### config.mk
export PLATFORM = sky130hd
export DESIGN_NAME = u409_flash_cycle
export DESIGN_NICKNAME = d
export VERILOG_FILES = /design/src/rtl/u409_flash_cycle_pkg.sv /design/src/rtl/u409_flash_cycle.sv
export SDC_FILE = /design/constraint.sdc
export NUM_CORES = 1
export LEC_CHECK = 0
export ABC_AREA = 1
export ABC_CLOCK_PERIOD_IN_PS = 3900
export BUFFER_PORTS_ARGS = -buffer_cell sky130_fd_sc_hd__buf_4
export CORE_ASPECT_RATIO = 0.9
export CORE_MARGIN = 4
export CORE_UTILIZATION = 45
export DETAILED_ROUTE_END_ITERATION = 12
export PLACE_DENSITY_LB_ADDON = 0.08
export SETUP_SLACK_MARGIN = 0.5
export SLEW_MARGIN = 0
export SYNTH_ARGS = -nofsm -noshare
export SYNTH_HDL_FRONTEND = slang
export SYNTH_SLANG_ARGS = --single-unit
export TNS_END_PERCENT = 1
### constraint.sdc
create_clock -name CLK40_IN -period 3.9 [get_ports CLK40_IN]
set_input_delay 0.975 -clock CLK40_IN [delete_from_list [all_inputs] [get_ports CLK40_IN]]
set_output_delay 0.975 -clock CLK40_IN [all_outputs]
set_load 0.01 [all_outputs]
### src/rtl/u409_flash_cycle_pkg.sv
// Shared definitions for the U409 boot-flash cycle controller:
// state encoding, default wait-state timing and the wait counter width.
package u409_pkg;

    localparam int CNT_W = 4;

    localparam int RD_WAIT_DEF      = 4;
    localparam int WR_WAIT_DEF      = 3;
    localparam int HOLD_TIMEOUT_DEF = 15;

    typedef enum logic [2:0] {
        IDLE   = 3'd0,
        ADDR   = 3'd1,
        STROBE = 3'd2,
        DONE   = 3'd3,
        HOLD   = 3'd4
    } state_t;

endpackage

### src/rtl/u409_flash_cycle.sv
// Boot-flash cycle controller: decodes a CPU transfer start into flash space,
// drives CEn/OEn/WEn with programmable wait states and requests FLASH_TACK.
module u409_flash_cycle
    import u409_pkg::*;
#(
    parameter int RD_WAIT      = RD_WAIT_DEF,
    parameter int WR_WAIT      = WR_WAIT_DEF,
    parameter int HOLD_TIMEOUT = HOLD_TIMEOUT_DEF
) (
    input  logic CLK40_IN,
    input  logic DELAYED_TACK_RST,
    input  logic TSn,
    input  logic RnW,
    input  logic FLASH_SPACE,
    input  logic WRITE_EN,
    output logic FLASH_CEn,
    output logic FLASH_OEn,
    output logic FLASH_WEn,
    output logic FLASH_TACK,
    output logic WP_HIT,
    output logic BUSY
);

    localparam logic [CNT_W-1:0] RD_WAIT_C      = CNT_W'(RD_WAIT);
    localparam logic [CNT_W-1:0] WR_WAIT_C      = CNT_W'(WR_WAIT);
    localparam logic [CNT_W-1:0] HOLD_TIMEOUT_C = CNT_W'(HOLD_TIMEOUT);

    state_t             state_r,   state_s;
    logic [CNT_W-1:0]   counter_r, counter_s;
    logic [CNT_W-1:0]   wait_s;
    logic               rw_l_r,    rw_l_s;
    logic               ce_n_r,    ce_n_s;
    logic               oe_n_r,    oe_n_s;
    logic               we_n_r,    we_n_s;
    logic               tack_r,    tack_s;
    logic               wp_hit_r,  wp_hit_s;
    logic               busy_r,    busy_s;

    // State, counter and registered outputs; the per-cycle reset tears everything down.
    always_ff @(posedge CLK40_IN or posedge DELAYED_TACK_RST) begin
        if (DELAYED_TACK_RST) begin
            state_r   <= IDLE;
            counter_r <= 4'd0;
            rw_l_r    <= 1'b1;
            ce_n_r    <= 1'b1;
            oe_n_r    <= 1'b1;
            we_n_r    <= 1'b1;
            tack_r    <= 1'b0;
            wp_hit_r  <= 1'b0;
            busy_r    <= 1'b0;
        end else begin
            state_r   <= state_s;
            counter_r <= counter_s;
            rw_l_r    <= rw_l_s;
            ce_n_r    <= ce_n_s;
            oe_n_r    <= oe_n_s;
            we_n_r    <= we_n_s;
            tack_r    <= tack_s;
            wp_hit_r  <= wp_hit_s;
            busy_r    <= busy_s;
        end
    end

    // Next-state and next-output logic; the counter serves both the strobe wait and the HOLD guard.
    always_comb begin
        state_s   = state_r;
        counter_s = counter_r;
        rw_l_s    = rw_l_r;
        ce_n_s    = ce_n_r;
        oe_n_s    = oe_n_r;
        we_n_s    = we_n_r;
        tack_s    = tack_r;
        wp_hit_s  = wp_hit_r;
        wait_s    = rw_l_r ? RD_WAIT_C : WR_WAIT_C;

        case (state_r)
            IDLE: begin
                if (!TSn && FLASH_SPACE) begin
                    ce_n_s  = 1'b0;
                    rw_l_s  = RnW;
                    state_s = ADDR;
                end else begin
                    state_s = IDLE;
                end
            end
            ADDR: begin
                if (rw_l_r) begin
                    oe_n_s = 1'b0;
                end else if (WRITE_EN) begin
                    we_n_s = 1'b0;
                end else begin
                    wp_hit_s = 1'b1;
                end
                counter_s = 4'd1;
                state_s   = STROBE;
            end
            STROBE: begin
                wp_hit_s = 1'b0;
                if (counter_r == wait_s) begin
                    tack_s  = 1'b1;
                    we_n_s  = 1'b1;
                    state_s = DONE;
                end else begin
                    counter_s = counter_r + 4'd1;
                end
            end
            DONE: begin
                // CEn/OEn stay low so read data is still driven while the CPU samples TA.
                tack_s    = 1'b0;
                counter_s = 4'd0;
                state_s   = HOLD;
            end
            HOLD: begin
                // Self-release in case TACKn never arrives; TSn is not sampled on this edge.
                if ((counter_r + 4'd1) == HOLD_TIMEOUT_C) begin
                    ce_n_s    = 1'b1;
                    oe_n_s    = 1'b1;
                    we_n_s    = 1'b1;
                    counter_s = 4'd0;
                    state_s   = IDLE;
                end else begin
                    counter_s = counter_r + 4'd1;
                end
            end
            default: begin
                ce_n_s    = 1'b1;
                oe_n_s    = 1'b1;
                we_n_s    = 1'b1;
                tack_s    = 1'b0;
                wp_hit_s  = 1'b0;
                counter_s = 4'd0;
                state_s   = IDLE;
            end
        endcase

        busy_s = (state_s != IDLE);
    end

    assign FLASH_CEn  = ce_n_r;
    assign FLASH_OEn  = oe_n_r;
    assign FLASH_WEn  = we_n_r;
    assign FLASH_TACK = tack_r;
    assign WP_HIT     = wp_hit_r;
    assign BUSY       = busy_r;

endmodule

==> flow_summary.yaml <==
global_route:
  use_met3_pct: 5.92
  track_usage_pct: 14.0
  antenna_found_initial: 0
  met1_usage_pct: 19.5
  met2_usage_pct: 20.3
  grt_pass1_vias: 577
  top_usage_layer: "met2"
  grt_pass1_wl_um: 2450
  overflow: 0
  grt_max_degree: 15
clock_network:
  clk_latency_ps: 280
  clock-sinks: 14
  clk_pin_slew_ps: 80
  htreeDepth: 1
  postCtsSetupRepairBufs: 0
  cts_buffer_depth: 2
  cts_hold_buf: 0
  cts.repair.resized: 0
  cts_inserted_buffers: 3
  cts_tree: "yes"
  cts-root-buf: "clkbuf_4"
power:
  p_sw_share_pct: 40.9
  p_int_mw: 0.371
  clock_power_share_pct: 16.0
  leakage_nw: 0.499
  vdd_ir_drop_max_mv: 0.380
  p_seq_share_pct: 39.4
  power_mw: 0.629
  combinationalPowerShare_pct: 44.6
  switchingPower_mw: 0.257
  power.density_nw_per_um2: 672
synth:
  synth_top_cell_by_area: "dfrtp_1"
  synth_cells: 100
  yosys.cell_types.count: 21
  synth.avg_cell_area_sq_um: 7.87
  netlist.area_leader.share_pct: 31.8
  ys_seq_area_share_pct: 45.2
  syn-cell-area_sq_um: 787
  synth_edf_count: 0
  ys_ff_latch: 14
  syn_nets: 108
  yosysMostFrequentCell: "nand2_1"
  synth_commonest_cells: "26 x nand2_1, 14 x inv_1, 10 x dfrtp_1, 8 x nand3_1, 6 x nor2_1"
  ys_async_sr_fraction_pct: 100
  synth_top_flop_cell: "dfrtp_1"
  synthTopCellsByArea: "dfrtp_1 32%, dfstp_2 13%, nand2_1 12%"
  ys.warnings.count: 0
critical_path:
  critPathMaxStageDelay_ps: 540
  path_buf_inv: 1
  crit_path_start_kind: "flip-flop"
  crit_start: "FLASH_OEn"
  crit_type: "reg2out"
  cp_data_required_time_ps: 2920
  path_cells: "buf_4"
  endpoint_kind: "primary output"
  r2r_setup_slack_ps: 2460
  cp_top_family: "flip-flops"
  r2r-end: "counter_r[0]"
  rr_worst_depth: 9
  cpMaxStageDelayCell: "dfstp_2"
  worstReg2RegStart: "counter_r[0]"
  crit_arrival_ps: 930
  worst-path-stages: 1
  worstSetupEndpoint: "FLASH_OEn"
  worstPathMaxFanout: 2
placement:
  gp_congestion: 0.852
  dpl.hpwl_um: 1180
  portBuffers: 11
  placed_cells: 135
routing:
  post-route-drc-count: 0
  first_iter_violations: 16
  drtPass1Iterations: 4
  vias: 649
  ant_nets: 0
  routed_wl_um: 1450
  via_per_inst: 4.67
  wl_per_cell_um: 10.4
timing:
  finalSetupViolCount: 0
  rsz0062_at_grt: "no"
  finalHoldWorstSlack_ps: 471
  worst_slew_pin_slew_ps: 504
  fmax_mhz: 526
  final.period_utilization_pct: 48.7
  finalCriticalPeriod_ps: 1900
  finalSetupTns_ps: 0
  skew_ps: 2.03
  hold_violations: 0
  slew_headroom_pct: 66.3
  drv_slew: 0
floorplanning:
  fp.coreArea_sq_um: 1660
  pin_count: 12
  die_w_um: 52.1
  die_h_um: 47.7
  start_util_pct: 47.3
  die_area_sq_um: 2480
  num_rows: 14
final_layout:
  drive_gt1_share_pct: 31.3
  antenna_cells: 0
  areaGrowthSynthToFinish_pct: 18.9
  nets: 124
  instances_no_fill: 139
hold_path:
  worstHoldStart: "FLASH_CEn"
  holdCritPathClass: "reg2reg"
job:
  maxCapViolCount: 0
run_status:
  status: "complete, no violations"
==> placed cells by master (no fill, tap or decap), drive strengths merged <==
| cell | count |
|---|---|
| buf | 11 |
| ha | 2 |
| dfrtp | 10 |
| a21oi | 5 |
| nand3 | 10 |
| dfstp | 4 |
| nand2 | 31 |
| a21boi | 1 |
| nor3 | 2 |
| nand4 | 2 |
| o21ai | 3 |
| o211ai | 1 |
| clkbuf | 4 |
| nor2 | 11 |
| inv | 18 |
==> layer usage <==
metal,vias to the layer above,share of wire (%)
li1,348,-
met1,287,49
met2,14,45
met3,0,5.9
met4,0,0
met5,-,0
==> cell families after synthesis <==
logic type	share of synthesized area [%]
AOI/OAI and AO/OA	7.47
adders and majority gates	3.18
buffers and inverters	8.58
DFF	45.2
and+or+nand+nor	35.6
==> final cells by class <==
class                   count  area [sq um]
clock buffers               4          36.3
repair buffers             11          82.6
multi-input cells          68           364
fillers                   158           728
flip-flops and latches     14           355
well taps                  24          30.0
inverters                  18          67.6
==> per-stage QoR <==
step                      cell area [sq um]  util (%)  worst slack [ps]
after CTS                               936      56.2              1990
after global routing                    936      56.2              1970
after floorplan                         787         -              2400
after detailed placement                900      54.1              2260
final                                   936      56.2              2000
after global placement                  900      54.1              2290
==> state kept, by name (all words and copies together), names as in the netlist <==
register    cells
FLASH_TACK      1
FLASH_WEn       1
FLASH_CEn       1
counter_r       4
BUSY            1
state_r         3
FLASH_OEn       1
rw_l_r          1
WP_HIT          1
==> worst min path at each step <==
stage / end / slack (ps) / cells after the start
2_1_floorplan: FLASH_CEn / 470 / 2
3_3_place_gp: FLASH_CEn / 460 / 2
3_5_place_dp: FLASH_CEn / 460 / 2
4_1_cts: FLASH_CEn / 470 / 2
5_1_grt: FLASH_CEn / 490 / 2
6_report: FLASH_CEn / 470 / 2
==> power by group through the flow <==
stage	Sequential (mW)	Clock (mW)	Combinational, mW
finish	0.248	0.100	0.280
global route	0.254	0.109	0.324
CTS	0.248	0.104	0.285
detailed placement	0.251	0	0.284
global placement	0.248	0	0.284
floorplan	0.254	0	0.194
No activity file was read; power rests on OpenSTA's default activity.
